[config.mk]
export PLATFORM = sky130hd
export DESIGN_NAME = cone_stim_gen
export DESIGN_NICKNAME = d
export VERILOG_FILES = /design/src/rtl/cone_stim_gen.sv
export SDC_FILE = /design/constraint.sdc
export NUM_CORES = 1
export LEC_CHECK = 0
export ABC_AREA = 1
export ABC_CLOCK_PERIOD_IN_PS = 4360
export BUFFER_PORTS_ARGS = -buffer_cell sky130_fd_sc_hd__buf_2
export CELL_PAD_IN_SITES_DETAIL_PLACEMENT = 1
export CELL_PAD_IN_SITES_GLOBAL_PLACEMENT = 1
export CORE_MARGIN = 2
export CORE_UTILIZATION = 45
export DETAILED_ROUTE_END_ITERATION = 8
export GPL_TIMING_DRIVEN = 0
export PLACE_DENSITY_LB_ADDON = 0.2
export SYNTH_ARGS = -nofsm -noshare
export SYNTH_HDL_FRONTEND = slang
export SYNTH_SLANG_ARGS = --single-unit
[constraint.sdc]
create_clock -name CLK -period 4.36 [get_ports CLK]
set_input_delay 0.436 -clock CLK [delete_from_list [all_inputs] [get_ports CLK]]
set_output_delay 0.436 -clock CLK [all_outputs]
set_load 0.02 [all_outputs]
[src/rtl/cone_stim_gen.sv]
// cone_stim_gen
// Pattern-stimulus sequencer feeding logic_cone. An 8-bit Fibonacci LFSR
// (x^8+x^6+x^5+x^4+1) supplies a new 4-bit pattern on A/B/C/D_IN.
// Each pattern is held for HOLD_CYCLES clocks. A START/BUSY/DONE handshake
// brackets a run of NUM_PATTERNS patterns.
//
// Optional feature macro: CONE_STIM_MISR_EN
//   When defined, the block adds input Q and output SIGNATURE[7:0].
//   SIGNATURE is an 8-bit MISR that folds in logic_cone's Q once per pattern.
//
// Ports:
//   CLK        in   clock, all state on posedge
//   RST        in   asynchronous active-high reset
//   START      in   level-sampled run request (IDLE/DONE only)
//   PAUSE      in   freezes the run while high (RUN only)
//   Q          in   logic_cone output folded into the MISR (macro only)
//   A,B,C,D_IN out  stimulus bits lfsr[3], lfsr[2], lfsr[1], lfsr[0]
//   VALID      out  a live pattern is on A..D_IN
//   BUSY       out  run in progress
//   DONE       out  run finished
//   SIGNATURE  out  MISR signature (macro only)
//   PAT_IDX    out  index of the current pattern
module cone_stim_gen #(
  parameter int          NUM_PATTERNS = 64,
  parameter int          HOLD_CYCLES  = 1,
  parameter logic [7:0]  LFSR_SEED    = 8'h01,
  localparam int         PW           = (NUM_PATTERNS > 1) ? $clog2(NUM_PATTERNS) : 1
) (
  input  logic          CLK,
  input  logic          RST,
  input  logic          START,
  input  logic          PAUSE,
`ifdef CONE_STIM_MISR_EN
  input  logic          Q,
  output logic [7:0]    SIGNATURE,
`endif
  output logic          A,
  output logic          B,
  output logic          C,
  output logic          D_IN,
  output logic          VALID,
  output logic          BUSY,
  output logic          DONE,
  output logic [PW-1:0] PAT_IDX
);

  // An all-zero seed would lock the LFSR up, so it is replaced by 8'h01.
  localparam logic [7:0]    SEED_EFF    = (LFSR_SEED == 8'h00) ? 8'h01 : LFSR_SEED;
  localparam logic [7:0]    HOLD_RELOAD = 8'(HOLD_CYCLES - 1);
  localparam logic [PW-1:0] LAST_IDX    = PW'(NUM_PATTERNS - 1);

  typedef enum logic [1:0] {
    S_IDLE = 2'd0,
    S_RUN  = 2'd1,
    S_DONE = 2'd2
  } state_t;

  state_t        state_q, state_n;
  logic [7:0]    lfsr_q, lfsr_n;
  logic [7:0]    lfsr_adv;
  logic [PW-1:0] idx_q, idx_n;
  logic [7:0]    hold_q, hold_n;
  logic [3:0]    pat_q, pat_n;
  logic          valid_q, valid_n;
  logic          busy_q, busy_n;
  logic          done_q, done_n;
`ifdef CONE_STIM_MISR_EN
  logic [7:0]    sig_q, sig_n;
`endif

  // The LFSR shifts left. The feedback bit enters at bit 0.
  assign lfsr_adv = {lfsr_q[6:0], lfsr_q[7] ^ lfsr_q[5] ^ lfsr_q[4] ^ lfsr_q[3]};

  // Next-state logic. Every output has a next value computed here, so every
  // output port comes straight from a flop.
  always_comb begin
    state_n = state_q;
    lfsr_n  = lfsr_q;
    idx_n   = idx_q;
    hold_n  = hold_q;
    pat_n   = pat_q;
    valid_n = valid_q;
    busy_n  = busy_q;
    done_n  = done_q;
`ifdef CONE_STIM_MISR_EN
    sig_n   = sig_q;
`endif
    case (state_q)
      S_IDLE, S_DONE: begin
        if (START) begin
          state_n = S_RUN;
          lfsr_n  = SEED_EFF;
          idx_n   = '0;
          hold_n  = HOLD_RELOAD;
          pat_n   = SEED_EFF[3:0];
          valid_n = 1'b1;
          busy_n  = 1'b1;
          done_n  = 1'b0;
`ifdef CONE_STIM_MISR_EN
          sig_n   = 8'h00;
`endif
        end
      end
      S_RUN: begin
        if (!PAUSE) begin
          if (hold_q != 8'd0) begin
            hold_n = hold_q - 8'd1;
          end else begin
            // The last cycle of a pattern: capture Q into the MISR, then
            // either step to the next pattern or finish the run.
`ifdef CONE_STIM_MISR_EN
            sig_n = {sig_q[6:0], sig_q[7] ^ sig_q[5] ^ sig_q[4] ^ sig_q[3]} ^ {7'b0, Q};
`endif
            if (idx_q != LAST_IDX) begin
              lfsr_n = lfsr_adv;
              idx_n  = idx_q + PW'(1);
              hold_n = HOLD_RELOAD;
              pat_n  = lfsr_adv[3:0];
            end else begin
              state_n = S_DONE;
              valid_n = 1'b0;
              busy_n  = 1'b0;
              done_n  = 1'b1;
            end
          end
        end
      end
      default: begin
        state_n = S_IDLE;
        valid_n = 1'b0;
        busy_n  = 1'b0;
        done_n  = 1'b0;
      end
    endcase
  end

  // State and output registers.
  always_ff @(posedge CLK or posedge RST) begin
    if (RST) begin
      state_q <= S_IDLE;
      lfsr_q  <= SEED_EFF;
      idx_q   <= '0;
      hold_q  <= 8'd0;
      pat_q   <= 4'h0;
      valid_q <= 1'b0;
      busy_q  <= 1'b0;
      done_q  <= 1'b0;
    end else begin
      state_q <= state_n;
      lfsr_q  <= lfsr_n;
      idx_q   <= idx_n;
      hold_q  <= hold_n;
      pat_q   <= pat_n;
      valid_q <= valid_n;
      busy_q  <= busy_n;
      done_q  <= done_n;
    end
  end

`ifdef CONE_STIM_MISR_EN
  // MISR signature register.
  always_ff @(posedge CLK or posedge RST) begin
    if (RST) begin
      sig_q <= 8'h00;
    end else begin
      sig_q <= sig_n;
    end
  end

  assign SIGNATURE = sig_q;
`endif

  assign A       = pat_q[3];
  assign B       = pat_q[2];
  assign C       = pat_q[1];
  assign D_IN    = pat_q[0];
  assign VALID   = valid_q;
  assign BUSY    = busy_q;
  assign DONE    = done_q;
  assign PAT_IDX = idx_q;

endmodule

# --- Word-level counts from Yosys, hierarchy flattened ---
# Index checks and enable logic that the tools add are counted.
classes:
  reduce_logical: 7
  n_addsub: 2
  n_bitwise: 3
  mux: 35
  eq_ne: 9
op_table:
  columns: ["cell", "n"]
  rows:
  - ["2-to-1 mux 8 bit", 8]
  - ["one-hot mux 8 bit (2 select lines)", 2]
  - ["2-to-1 mux 6 bit", 4]
  - ["2-to-1 mux 4 bit", 4]
  - ["one-hot mux 6 bit (2 select lines)", 1]
  - ["inequality test 2 bit (second input constant)", 5]
  - ["2-to-1 mux 1 bit", 8]
  - ["2-to-1 mux 2 bit", 4]
  - ["one-hot mux 4 bit (2 select lines)", 1]
  - ["AND reduction 4 bit", 2]
  - ["nonzero test 8 bit", 1]
  - ["subtractor 8 x 1 -> 8 bit (second input constant)", 1]
  - ["adder 6 x 1 -> 6 bit (second input constant)", 1]
  - ["inequality test 6 bit (second input constant)", 1]
  - ["AND reduction 5 bit", 1]
  - ["one-hot mux 1 bit (2 select lines)", 2]
  - ["one-hot mux 2 bit (2 select lines)", 1]
  - ["inequality test 3 bit (second input constant)", 1]
  - ["bitwise XOR 1 bit", 3]
  - ["equality test 2 x 1 -> 1 bit (second input constant)", 1]
  - ["equality test 2 bit (second input constant)", 1]
  - ["logical NOT 2 bit", 1]
  - ["nonzero test 2 bit", 1]
  - ["OR reduction 2 bit", 1]
word_totals:
  in_bits: 4
  wordCells: 63
  reg_bits: 30
  out_inout_bits: 13

# --- Longest topological paths before layout ---
# Gate-level depths: netlist (run 1).
logic_depth:
  ltp_word: 7
  ltp_mapped: 9
  mapped_depth_nobuf: 9

# --- Worst setup path after synthesis (run 1) ---
# OpenSTA, ideal clock, no wires.
synth_path:
  path_kind: "register to register"
  from: "reg idx_q[0], in the netlist PAT_IDX[0]"
  to: "reg hold_q[7]"
  setup_ns: 0.117
  required_ns: 4.243
  stages_incl_launch_ff: 9
  path_buffers: 0
  period_less_slack_ns: 1.588
  setup_slack_ns: 2.772
  arrival_time_ns: 1.471
  path_cell_list: "dfrtp_1 ha_1 nand3_1 o21bai_4 nand2_4 nand2_2 nand2_1 nand2_1 nand2_1"
synth_via:
  elab_chain_cells: 3
synth_rtl:
  columns: ["item", "line_no", "source"]
  rows:
  - ["from (decl)", "61", "logic [PW-1:0] idx_q, idx_n;"]
  - ["from (signal assigned)", "151", "idx_q <= idx_n;"]
  - ["inequality test 6 bit", "114", "if (idx_q != LAST_IDX) begin"]
  - ["inequality test 3 bit (no line)", null, null]
  - ["AND reduction 4 bit (no line)", null, null]
  - ["to (signal assigned)", "152", "hold_q <= hold_n;"]
  - ["to (decl)", "62", "logic [7:0] hold_q, hold_n;"]
# No other way between the ends.
# A chain may end at the register's enable or synchronous reset.

# --- Worst setup path in the final report (run 1) ---
layout_path:
  from: "reg idx_q[0], in the netlist PAT_IDX[0]"
  to: "reg idx_q[4], in the netlist PAT_IDX[4]"
layout_via:
  elab_chain_cells: 5
  word_cells_on_any_way: 8
  classes_between: "add/sub: 1; eq/ne: 2; mux: 4; reduce/logical: 1"
layout_rtl:
  columns: ["item", "line_no", "source"]
  rows:
  - ["adder 6 x 1 -> 6 bit", "116", "idx_n = idx_q + PW'(1);"]
  - ["2-to-1 mux 6 bit", "114", null]
  - ["2-to-1 mux 6 bit", "106", "if (hold_q != 8'd0) begin"]
  - ["2-to-1 mux 6 bit", "105", "if (!PAUSE) begin"]
  - ["one-hot mux 6 bit (2 select lines)", "88", "case (state_q)"]
# Several ways; a longest one is shown, not always the timed one. The select of a mux whose other input is x is not followed.

==> results of run 1 <==
metal layers:
layer | vias up | track usage (%)
li1 | 624 | -
met2 | 13 | 41.3
met5 | - | 0
met3 | 4 | 3.84
met1 | 611 | 23.9
met4 | 0 | 6.52
path summary, 6_finish.rpt:
check | slack [ns] | from | to
max reg2reg | 2.64 | PAT_IDX[0] | PAT_IDX[4]
min in group CLK | 0.37 | PAUSE | BUSY
max | 2.64 | PAT_IDX[0] | PAT_IDX[4]
min | 0.29 | RST | hold_q[3]
min reg2reg | 0.49 | lfsr_q[0] | lfsr_q[0]
max in group asynchronous | 3.49 | RST | PAT_IDX[2]
cell families (layout without fill, tap and decap cells):
family | Yosys count | after routing | synth area share (%)
adder cells (fa/ha/maj) | 3 | 3 | 2.59
XOR/XNOR | 7 | 7 | 4.24
flip-flops | 25 | 25 | 43.3
AO/OA/AOI/OAI | 10 | 10 | 5.10
AND/OR/NAND/NOR | 122 | 122 | 38.6
buffers and inverters | 18 | 38 | 6.14
metrics by stage:
| stage | std cells | cell area, um^2 |
|---|---|---|
| floorplan | 185 | 1450 |
| global placement | 245 | 1580 |
| detailed placement | 245 | 1580 |
| CTS | 249 | 1610 |
| global route | 249 | 1610 |
| finish | 249 | 1610 |
layout by cell type, fill, tap and decap left out, drive strengths merged:
cell type,synthesis,layout
o21bai,1,1
nand3,24,24
or2,1,1
nand3b,6,6
clkbuf,0,3
dfstp,1,1
nor2,19,19
a21o,1,1
nor3b,1,1
o21ai,6,6
nand4,1,1
a21oi,2,2
ha,3,3
inv,14,14
xor2,4,4
buf,3,19
clkinv,1,1
dfrtp,24,24
clkinvlp,0,1
nand2,70,70
xnor2,3,3
worst reg2reg max path, cell delays in order (launching register included):
cell	delay [ns]
dfrtp_1	0.50
ha_1	0.24
nand3_1	0.15
o21bai_4	0.19
clkinv_1	0.28
nand3b_1	0.20
nand2_1	0.06
registers in the layout, indices dropped and copies added, names as in the netlist:
| name | count |
|---|---|
| PAT_IDX | 6 |
| lfsr_q | 8 |
| hold_q | 8 |
| BUSY | 1 |
| pat_q | 1 |
| DONE | 1 |
final cells by class:
cell class	instances	area, um^2	share of cell area, %
plain buffers	3	30.0	1.86
clock buffers	3	22.5	1.40
clock inverters	1	7.51	0.465
inverters	15	58.8	3.65
multi-input cells	142	732	45.4
flip-flops and latches	25	627	38.9
well taps	44	55.1	3.41
repair buffers	16	80.1	4.97
power groups by stage:
stage	logic, mW	clock network, mW	registers [mW]
3_3_place_gp	0.406	0	0.333
3_5_place_dp	0.424	0	0.339
5_1_grt	0.463	0.126	0.342
4_1_cts	0.425	0.120	0.334
6_report	0.419	0.114	0.335
2_1_floorplan	0.275	0	0.366
==> results.md, run 1 <==
* Outcome: completed
* Port bufs at 16
* FMAX at ~580 MHz
* Maxcap violations at 0
* Total Routing Usage GR at a little over a fifth
* Drt first-iter violations at 57
* Number of fill cells at around 410
* Hold WS at approximately 0.29 ns
* Metal3 WL at ~62 um
* P_leak at 0.893 nW
* Fin. max-slew vios at 0
* Sequential share of power at between 30 and 40%
* Largest area contributor in the netlist: dfrtp_1
* RSZ-0062 raised after global routing: false
* HP Class: in -> async
* Post_cts resized at 0
* First-pass GRT wire length at about 5.8 mm
* Top sig layer: met4
* Clock power share at a little over an eighth
* # Post-CTS Setup Buffers at 0
* Max incr delay on CP at around 0.5 ns
* Cell variety after synth at 29
* Clock Latency Late Sink at 0.33 ns
* Clock-pin slew on the worst setup and hold paths at ~0.15 ns
* FF-to-FF path depth at 6
* Levels on crit path at 6
* PnR worst setup slack at roughly 2.6 ns
* Cell with the most instances after synthesis: nand2_1
* Average wire per standard cell at approximately 14 um
* Hold_buf cts at 0
* Critical path, cell by cell: ha_1 > nand3_1 > o21bai_4 > clkinv_1 > nand3b_1 > nand2_1
* PnR Total Power at 868 uW
* CP required at about 4.6 ns
* Starting Density at between 40 and 50%
* Worst Tran Pin Value at slightly below 1 ns
* DPL Wire Length at approximately 2.6 mm
* Placeable core area at a little over 3000 um^2
* YS warnings at 0
* Number of global-route vias before repair at around 1300
* Antenna Nets Post-Route at 0
* Clock Skew at approximately 0.0017 ns
* Grt ovf at 0
* Met2 Wirelength at 1.88 mm
* Worst IR drop on VDD at roughly 0.00019 V
* Fin crit share at 39.4%
* Gp weighted congestion at between 0.7 and 0.8
* Setup tns final at 0 ns
* DIE HEIGHT at around 61 um
* Fin util at a little over half
* PD cells at between 500 and 600 nW/um^2
* Setup Crit Path Kind: reg -> reg
* Row cnt at 20
* Root buffer cell: clkbuf_4
* Final Hold Viols at 0
* Pin count of the biggest net entering global routing at 26
* CTS tree: yes
* Internal power at between 400 and 500 uW
* CP top delay family: flip-flops
* Synth Instances at between 150 and 200
* Synth top area share at between 40% and 50%
* CP bufs+invs at 1
* Relative max-transition margin at between 30 and 40%
* Layout cells sized above 1 at a little under a fifth
* Clock tree buffer depth at 2
* Gate power share at between 40% and 50%
* DIE WIDTH at around 61 um
* Final wirelength at between 3 and 4 mm
* CP endpoint kind: flop
* Number of vias per cell at roughly 5.0
* Synth-to-Final Area Change at 11.4%
* Synth top cells by count: nand2_1, dfrtp_1, nand3_1
* I/O Pins at 17
* Share of flip-flops with an asynchronous set or reset at 100%
* Met1 wire length at about 1.5 mm
* Seq/Total Area, Yosys at between 40% and 50%
* Number of remaining DRC errors at 0
* Final setup vio count at 0
* Post-synth EDFFs at 0
* Crit path DAT at 1.96 ns
* Critical path's slowest cell: dfrtp_1
* Max Fanout on Critical Path at 9
* Most used flip-flop cell after synthesis: dfrtp_1
* Switch share at approximately 47%
* Die Area at 3690 um^2
* P_sw at around 410 uW
* Mapped cell area at ~1400 um^2
* Syn Nets at ~190
* Pre-CTS setup slack at 2.67 ns
* Diode count at 0
* Tmin final at about 1.7 ns
* Syn_area_per_cell at around 8 um^2
* Nets at 213
* Area contributors post-synth: dfrtp_1, nand2_1, nand3_1
* Antenna violations before repair at 0
* Via count at 1252
* Clock sinks at 25
* H-tree Lvls at 1
* Type of origin of the critical path: flop
* Synth Register Bits at 25
* DRT Pass-1 Iters at 4
* TritonCTS Buffers at 3
(Power assumes the default switching activity.)
==> run 2: changes to the inputs <==
--- a/config.mk
+++ b/config.mk
@@ -5,13 +5,13 @@
 export SDC_FILE = /design/constraint.sdc
 export NUM_CORES = 1
 export LEC_CHECK = 0
-export ABC_AREA = 1
-export ABC_CLOCK_PERIOD_IN_PS = 4360
+export ABC_AREA = 0
+export ABC_CLOCK_PERIOD_IN_PS = 1500
 export BUFFER_PORTS_ARGS = -buffer_cell sky130_fd_sc_hd__buf_2
 export CELL_PAD_IN_SITES_DETAIL_PLACEMENT = 1
 export CELL_PAD_IN_SITES_GLOBAL_PLACEMENT = 1
 export CORE_MARGIN = 2
-export CORE_UTILIZATION = 45
+export CORE_UTILIZATION = 39
 export DETAILED_ROUTE_END_ITERATION = 8
 export GPL_TIMING_DRIVEN = 0
 export PLACE_DENSITY_LB_ADDON = 0.2
==> constraint.sdc (replaced) <==
create_clock -name CLK -period 1.5 [get_ports CLK]
set_input_delay 0.15 -clock CLK [delete_from_list [all_inputs] [get_ports CLK]]
set_output_delay 0.15 -clock CLK [all_outputs]
set_load 0.02 [all_outputs]
==> run 2 against run 1 <==
Compared with the run above: the run now ends with setup timing left; routed wire length rose by 11%; via count fell by 1.9%; area after synthesis fell by 8.3%; highest routed layer unchanged.
==> results.md, run 2 <==
* Max Fanout on Critical Path at 6 (was 9)
* DIE WIDTH at 62.3 um (was 60.7 um)
* Worst Tran Pin Value at 0.956 ns (was 0.967 ns)
* Worst IR drop on VDD at 0.000945 V (was 0.000193 V)
* Root buffer cell: clkbuf_4 (unchanged)
* Most common cell after layout, fill and taps aside: dfrtp_1 (was nand2_1)
* Failing checks: setup timing
* Area contributors post-synth: dfrtp_1, a22o_1, nand2_1 (was dfrtp_1, nand2_1, nand3_1)
* DRT Pass-1 Iters at 4 (unchanged)
* Maxcap violations at 0 (unchanged)
* Placeable core area at 3310 um^2 (was 3050 um^2)
* Largest area contributor in the netlist: dfrtp_1 (unchanged)
* Layout cells sized above 1 at 47.7% (was 18.0%)
* Setup Crit Path Kind: reg -> reg (unchanged)
* Commonest cells after routing, fill and taps aside: dfrtp_1, buf_4, buf_2 (was nand2_1, dfrtp_1, nand3_1)
* Final Hold Viols at 0 (unchanged)
* Die Area at 3890 um^2 (was 3690 um^2)
* I/O Pins at 17 (unchanged)
* Pin count of the biggest net entering global routing at 26 (unchanged)
* Fin util at 54.5% (was 52.8%)
* Clock Latency Late Sink at 0.32 ns (was 0.33 ns)
* Post-synth EDFFs at 0 (unchanged)
* Number of global-route vias before repair at 1310 (was 1263)
* Clock sinks at 25 (unchanged)
* Synth Register Bits at 25 (unchanged)
* Type of origin of the critical path: flop (unchanged)
* PnR worst setup slack at -0.371 ns (was 2.64 ns)
* Post-Layout Cell Count at 218 (was 249)
* Mapped cell area at 1330 um^2 (was 1450 um^2)
* DIE HEIGHT at 62.3 um (was 60.7 um)
* First-pass GRT wire length at 6.43 mm (was 5.80 mm)
* Synth-to-Final Area Change at 35.8% (was 11.4%)
* CTS tree: yes (unchanged)
* RSZ-0062 raised after global routing: true (was false)
* Antenna violations before repair at 0 (unchanged)
* FMAX at 534 MHz (was 583 MHz)
* Clock tree buffer depth at 2 (unchanged)
* DPL Wire Length at 2.36 mm (was 2.57 mm)
* Share of flip-flops with an asynchronous set or reset at 100% (unchanged)
* Cell with the most instances after synthesis: dfrtp_1 (was nand2_1)
* Synth top cells by count: dfrtp_1, nand2_1, o21ai_0 (was nand2_1, dfrtp_1, nand3_1)
* CP endpoint kind: flop (unchanged)
* Seq/Total Area, Yosys at 47.2% (was 43.3%)
* H-tree Lvls at 1 (unchanged)
* Clock-pin slew on the worst setup and hold paths at 0.15 ns (about the same)
* FF-to-FF path depth at 7 (was 6)
* Starting Density at 40.1% (was 47.4%)
* Tmin final at 1.87 ns (was 1.72 ns)
* Grt ovf at 0 (unchanged)
* Row cnt at 21 (was 20)
* Most used flip-flop cell after synthesis: dfrtp_1 (unchanged)
* Number of remaining DRC errors at 0 (unchanged)
* Average wire per standard cell at 17.5 um (was 13.9 um)
* HP Class: in -> async (unchanged)
* Clock Skew at 0.00530 ns (was 0.00173 ns)
* Synth Instances at 133 (was 185)
* Crit path DAT at 2.10 ns (was 1.96 ns)
* Number of vias per cell at 5.63 (was 5.03)
* YS warnings at 0 (unchanged)
* TritonCTS Buffers at 3 (unchanged)
* P_leak at 0.799 nW (was 0.893 nW)
* CP required at 1.73 ns (was 4.60 ns)
* Fin crit share at 125% (was 39.4%)
* Placed cells at 195 (was 245)
* Nets at 180 (was 213)
* Total Routing Usage GR at 20.5% (was 21.5%)
* Port bufs at 16 (unchanged)
* Fin. max-slew vios at 0 (unchanged)
* Syn_area_per_cell at 9.98 um^2 (was 7.83 um^2)
* Antenna Nets Post-Route at 0 (unchanged)
* Gp weighted congestion at 0.792 (was 0.777)
* Final wirelength at 3.82 mm (was 3.45 mm)
* Diode count at 0 (unchanged)
* Via count at 1228 (was 1252)
* Number of fill cells at 389 (was 414)
* Cell variety after synth at 38 (was 29)
* Drt first-iter violations at 52 (was 57)
* Final setup vio count at 25 (was 0)
* Relative max-transition margin at 36.2% (was 35.5%)
* Synth top area share at 45.2% (was 41.5%)
* Outcome: complete, but fails checks (was completed)
* PD cells at 1740 nW/um^2 (was 538 nW/um^2)
* Syn Nets at 140 (was 192)
-- run 2: cell types whose count changed in the layout (fill, tap and decap cells not counted), moves of 4 or more --
cell	delta
a22o_1	+10
buf_4	+17
dfrtp_1	-4
dfrtp_2	+4
inv_1	-10
nand2_1	-51
nand3_1	-22
nand3b_1	-6
nor2_1	-9
o21ai_1	+6
-- run 2: cell families after synthesis --
| group | after synthesis | share of synthesized area (%) |
|---|---|---|
| compound gates | 45 | 24.5 |
| xor+xnor | 4 | 2.64 |
| fa+ha+maj | 3 | 2.83 |
| buf+inv | 10 | 3.20 |
| flops | 25 | 47.2 |
| mux | 1 | 0.848 |
| simple gates | 45 | 18.8 |
-- run 2: worst paths after layout --
| path | to | start | slack (ns) |
|---|---|---|---|
| setup reg to reg | lfsr_q[5] | hold_q[0] | -0.37 |
| hold reg to reg | lfsr_q[0] | lfsr_q[0] | 0.52 |
| setup / recovery | lfsr_q[5] | hold_q[0] | -0.37 |
| max in group asynchronous | BUSY | RST | 0.85 |
| min in group CLK | BUSY | PAUSE | 0.13 |
| hold / removal | lfsr_q[1] | RST | 0.01 |
-- run 2: metal layers --
layer	vias to the layer above	part of all wire (%)	GRT usage, %
li1	575	-	-
met1	635	45	25.6
met2	14	52	38.2
met3	4	1.6	2.36
met4	0	0.97	4.17
met5	-	0	0
-- run 2: timing repair --
action	CTS	global route
pin swaps	11	5
endpoints found under the setup margin	24	25
resized for setup	21	11
hold buffers	0	0
cloned	1	0
buffers inserted	16	3
-- run 2: final cells by class --
type / instances / area (um^2) / area share, %
plain buffers: 4 / 37.5 / 2.08
clock buffers: 3 / 22.5 / 1.25
clock inverters: 1 / 7.51 / 0.416
inverters: 5 / 18.8 / 1.04
multi-input cells: 98 / 786 / 43.6
flip-flops and latches: 25 / 632 / 35.0
well taps: 46 / 57.6 / 3.19
repair buffers: 36 / 241 / 13.4
-- run 2: power by group --
| group | switching, mW | internal [mW] |
|---|---|---|
| clock | 0.219 | 0.102 |
| combinational | 0.834 | 0.821 |
| sequential | 0.269 | 0.891 |
| total | 1.32 | 1.81 |
-- run 2: per-stage QoR --
step / instance area, um^2 / setup TNS (ns) / power (mW) / setup slack (ns) / hold slack (ns)
3_5_place_dp: 1540 / -9.43 / 2.37 / -0.635 / 0.431
6_report: 1800 / -7.50 / 3.14 / -0.371 / 0.0121
2_1_floorplan: 1400 / -4.08 / 2.05 / -0.338 / 0.176
4_1_cts: 1750 / -6.90 / 3.00 / -0.349 / 0.0607
5_1_grt: 1800 / -9.78 / 3.36 / -0.450 / 0.103
3_3_place_gp: 1540 / -8.84 / 2.29 / -0.592 / 0.410
-- run 2: critical path, cell delays in order (launching register included) --
cell	delay, ns
dfrtp_1	0.42
inv_2	0.08
ha_4	0.13
nor3b_4	0.23
nand2_4	0.11
or3_4	0.37
a22o_1	0.25
a22o_1	0.18
==> run 3: changes to the inputs <==
--- a/config.mk
+++ b/config.mk
@@ -14,7 +14,8 @@
 export CORE_UTILIZATION = 39
 export DETAILED_ROUTE_END_ITERATION = 8
 export GPL_TIMING_DRIVEN = 0
-export PLACE_DENSITY_LB_ADDON = 0.2
+export PLACE_DENSITY_LB_ADDON = 0.1
+export REMOVE_ABC_BUFFERS = 1
 export SYNTH_ARGS = -nofsm -noshare
 export SYNTH_HDL_FRONTEND = slang
 export SYNTH_SLANG_ARGS = --single-unit
==> run 3 against run 2 <==
Compared with the run above: the flow finishes with violations (hold timing, setup timing); routed wire length increased by 5.2%; critical path depth increased by 1; worst hold slack got worse by 0.038 ns; sequential power about the same; die area unchanged; largest cell class unchanged; core utilization increased by 2.3 points; cell count increased by 0.92%; total power increased by 6.5%; non-clock buffer count increased by 1; design area increased by 4.3%.
==> results.md, run 3 (same netlist as run 2, synthesis figures left out) <==
* Via count at 1244 (was 1228)
* I/O Pins at 17 (unchanged)
* P_leak at 0.842 nW (was 0.799 nW)
* Pre-CTS setup slack at -0.739 ns (was -0.635 ns)
* HP Class: in -> async (unchanged)
* Clock sinks at 25 (unchanged)
* Starting Density at 40.1% (unchanged)
* FMAX at 539 MHz (was 534 MHz)
* CP top delay family: compound AO/OA/AOI/OAI gates (was simple AND/OR/NAND/NOR gates)
* Synth-to-Final Area Change at 41.7% (was 35.8%)
* Levels on crit path at 8 (was 7)
* Layout cells sized above 1 at 50.0% (was 47.7%)
* Number of global-route vias before repair at 1281 (was 1310)
* DRT Pass-1 Iters at 4 (unchanged)
* Failing checks: hold timing, setup timing (was setup timing)
* Average wire per standard cell at 18.2 um (was 17.5 um)
* Final setup vio count at 25 (unchanged)
* Hold WS at -0.0257 ns (was 0.0121 ns)
* Placeable core area at 3310 um^2 (unchanged)
* Type of origin of the critical path: flop (unchanged)
* Fin. max-slew vios at 0 (unchanged)
* Maxcap violations at 0 (unchanged)
* Total Routing Usage GR at 21.1% (was 20.5%)
* H-tree Lvls at 1 (unchanged)
* Clock tree buffer depth at 2 (unchanged)
* Drt first-iter violations at 56 (was 52)
* Hold_buf cts at 0 (unchanged)
* Setup Crit Path Kind: reg -> reg (unchanged)
* CP endpoint kind: flop (unchanged)
* Number of fill cells at 373 (was 389)
* Number of remaining DRC errors at 0 (unchanged)
* Commonest cells after routing, fill and taps aside: buf_4, dfrtp_1, buf_2 (was dfrtp_1, buf_4, buf_2)
* PnR worst setup slack at -0.355 ns (was -0.371 ns)
* Diode count at 0 (unchanged)
* Relative max-transition margin at 36.5% (was 36.2%)
* TritonCTS Buffers at 3 (unchanged)
* Antenna Nets Post-Route at 0 (unchanged)
* Worst Tran Pin Value at 0.951 ns (was 0.956 ns)
* Grt ovf at 0 (unchanged)
* Fin crit share at 124% (was 125%)
* Max Fanout on Critical Path at 5 (was 6)
* Antenna violations before repair at 0 (unchanged)
* Crit path DAT at 2.12 ns (was 2.10 ns)
* Outcome: complete, but fails checks (unchanged)
* Root buffer cell: clkbuf_4 (unchanged)
* Gp weighted congestion at 0.764 (was 0.792)
* DIE HEIGHT at 62.3 um (unchanged)
* FF-to-FF path depth at 8 (was 7)
* Port bufs at 16 (unchanged)
* CP bufs+invs at 2 (was 1)
* Clock-pin slew on the worst setup and hold paths at 0.16 ns (was 0.15 ns)
* CTS tree: yes (unchanged)
* Most common cell after layout, fill and taps aside: buf_4 (was dfrtp_1)
* Final Hold Viols at 22 (was 0)
* Critical path, cell by cell: inv_2 > ha_4 > nor3b_4 > nand2_4 > buf_12 > o31ai_4 > nor2_2 > o221a_2 (was inv_2 > ha_4 > nor3b_4 > nand2_4 > or3_4 > a22o_1 > a22o_1)
* Critical path's slowest cell: dfrtp_1 (unchanged)
* Die Area at 3890 um^2 (unchanged)
* Clock Latency Late Sink at 0.35 ns (was 0.32 ns)
* RSZ-0062 raised after global routing: true (unchanged)
* Clock Skew at 0.0132 ns (was 0.00530 ns)
* DPL Wire Length at 2.22 mm (was 2.36 mm)
* Pin count of the biggest net entering global routing at 26 (unchanged)
* First-pass GRT wire length at 6.49 mm (was 6.43 mm)
* Tmin final at 1.86 ns (was 1.87 ns)
* Number of vias per cell at 5.65 (was 5.63)
* CP required at 1.76 ns (was 1.73 ns)
* Worst IR drop on VDD at 0.00102 V (was 0.000945 V)
* Final wirelength at 4.01 mm (was 3.82 mm)
* Max incr delay on CP at 0.42 ns (about the same)
* PD cells at 1780 nW/um^2 (was 1740 nW/um^2)
* DIE WIDTH at 62.3 um (unchanged)
* Nets at 182 (was 180)
* Row cnt at 21 (unchanged)
[run 3: metal layers]
metal | vias up | wire [um] | part of all wire (%) | global-route usage, %
li1 | 574 | - | - | -
met1 | 649 | 1690 | 42 | 26.3
met2 | 18 | 2190 | 55 | 38.3
met3 | 3 | 98 | 2.4 | 3.99
met4 | 0 | 29 | 0.72 | 4.17
met5 | - | 0 | 0 | 0
[run 3: layout make-up]
cell class                      instances  area, um^2  share of cell area [%]
Clock buffer                            3        22.5                    1.20
Clock inverter                          1        7.51                   0.399
Inverter                                5        18.8                   0.998
Multi-Input combinational cell         99         861                    45.8
Sequential cell                        25         629                    33.5
Tap cell                               46        57.6                    3.06
Timing Repair Buffer                   41         284                    15.1
[run 3: worst paths after layout]
check,start,endpoint,slack [ns]
max,hold_q[1],hold_q[2],-0.36
min,RST,pat_q[0],-0.03
max reg2reg,hold_q[1],hold_q[2],-0.36
min reg2reg,lfsr_q[0],lfsr_q[0],0.51
max in group asynchronous,RST,BUSY,0.87
min in group CLK,PAUSE,BUSY,0.14
[run 3: what timing repair did]
action                     4_1_cts  5_1_grt
pin swaps                       29       10
buffers inserted                22        4
setup endpoints to repair       25       25
cloned                           1        0
resized for setup               43       15
[run 3: report_power, final]
group | internal (mW) | total (mW) | switching [mW] | leakage (nW)
clock | 0.103 | 0.340 | 0.237 | 0.0139
combinational | 0.942 | 1.86 | 0.913 | 0.514
sequential | 0.887 | 1.14 | 0.258 | 0.315
total | 1.93 | 3.34 | 1.41 | 0.842
[run 3: per-stage QoR]
step | utilization [%] | setup TNS [ns] | std cells | instance area [um^2] | power, mW
floorplan | - | -8.69 | 128 | 1300 | 1.91
global placement | 43.5 | -12.03 | 190 | 1440 | 2.16
detailed placement | 43.5 | -13.06 | 190 | 1440 | 2.21
CTS | 54.2 | -5.52 | 217 | 1790 | 3.13
global route | 56.8 | -8.55 | 220 | 1880 | 3.57
finish | 56.8 | -6.49 | 220 | 1880 | 3.34
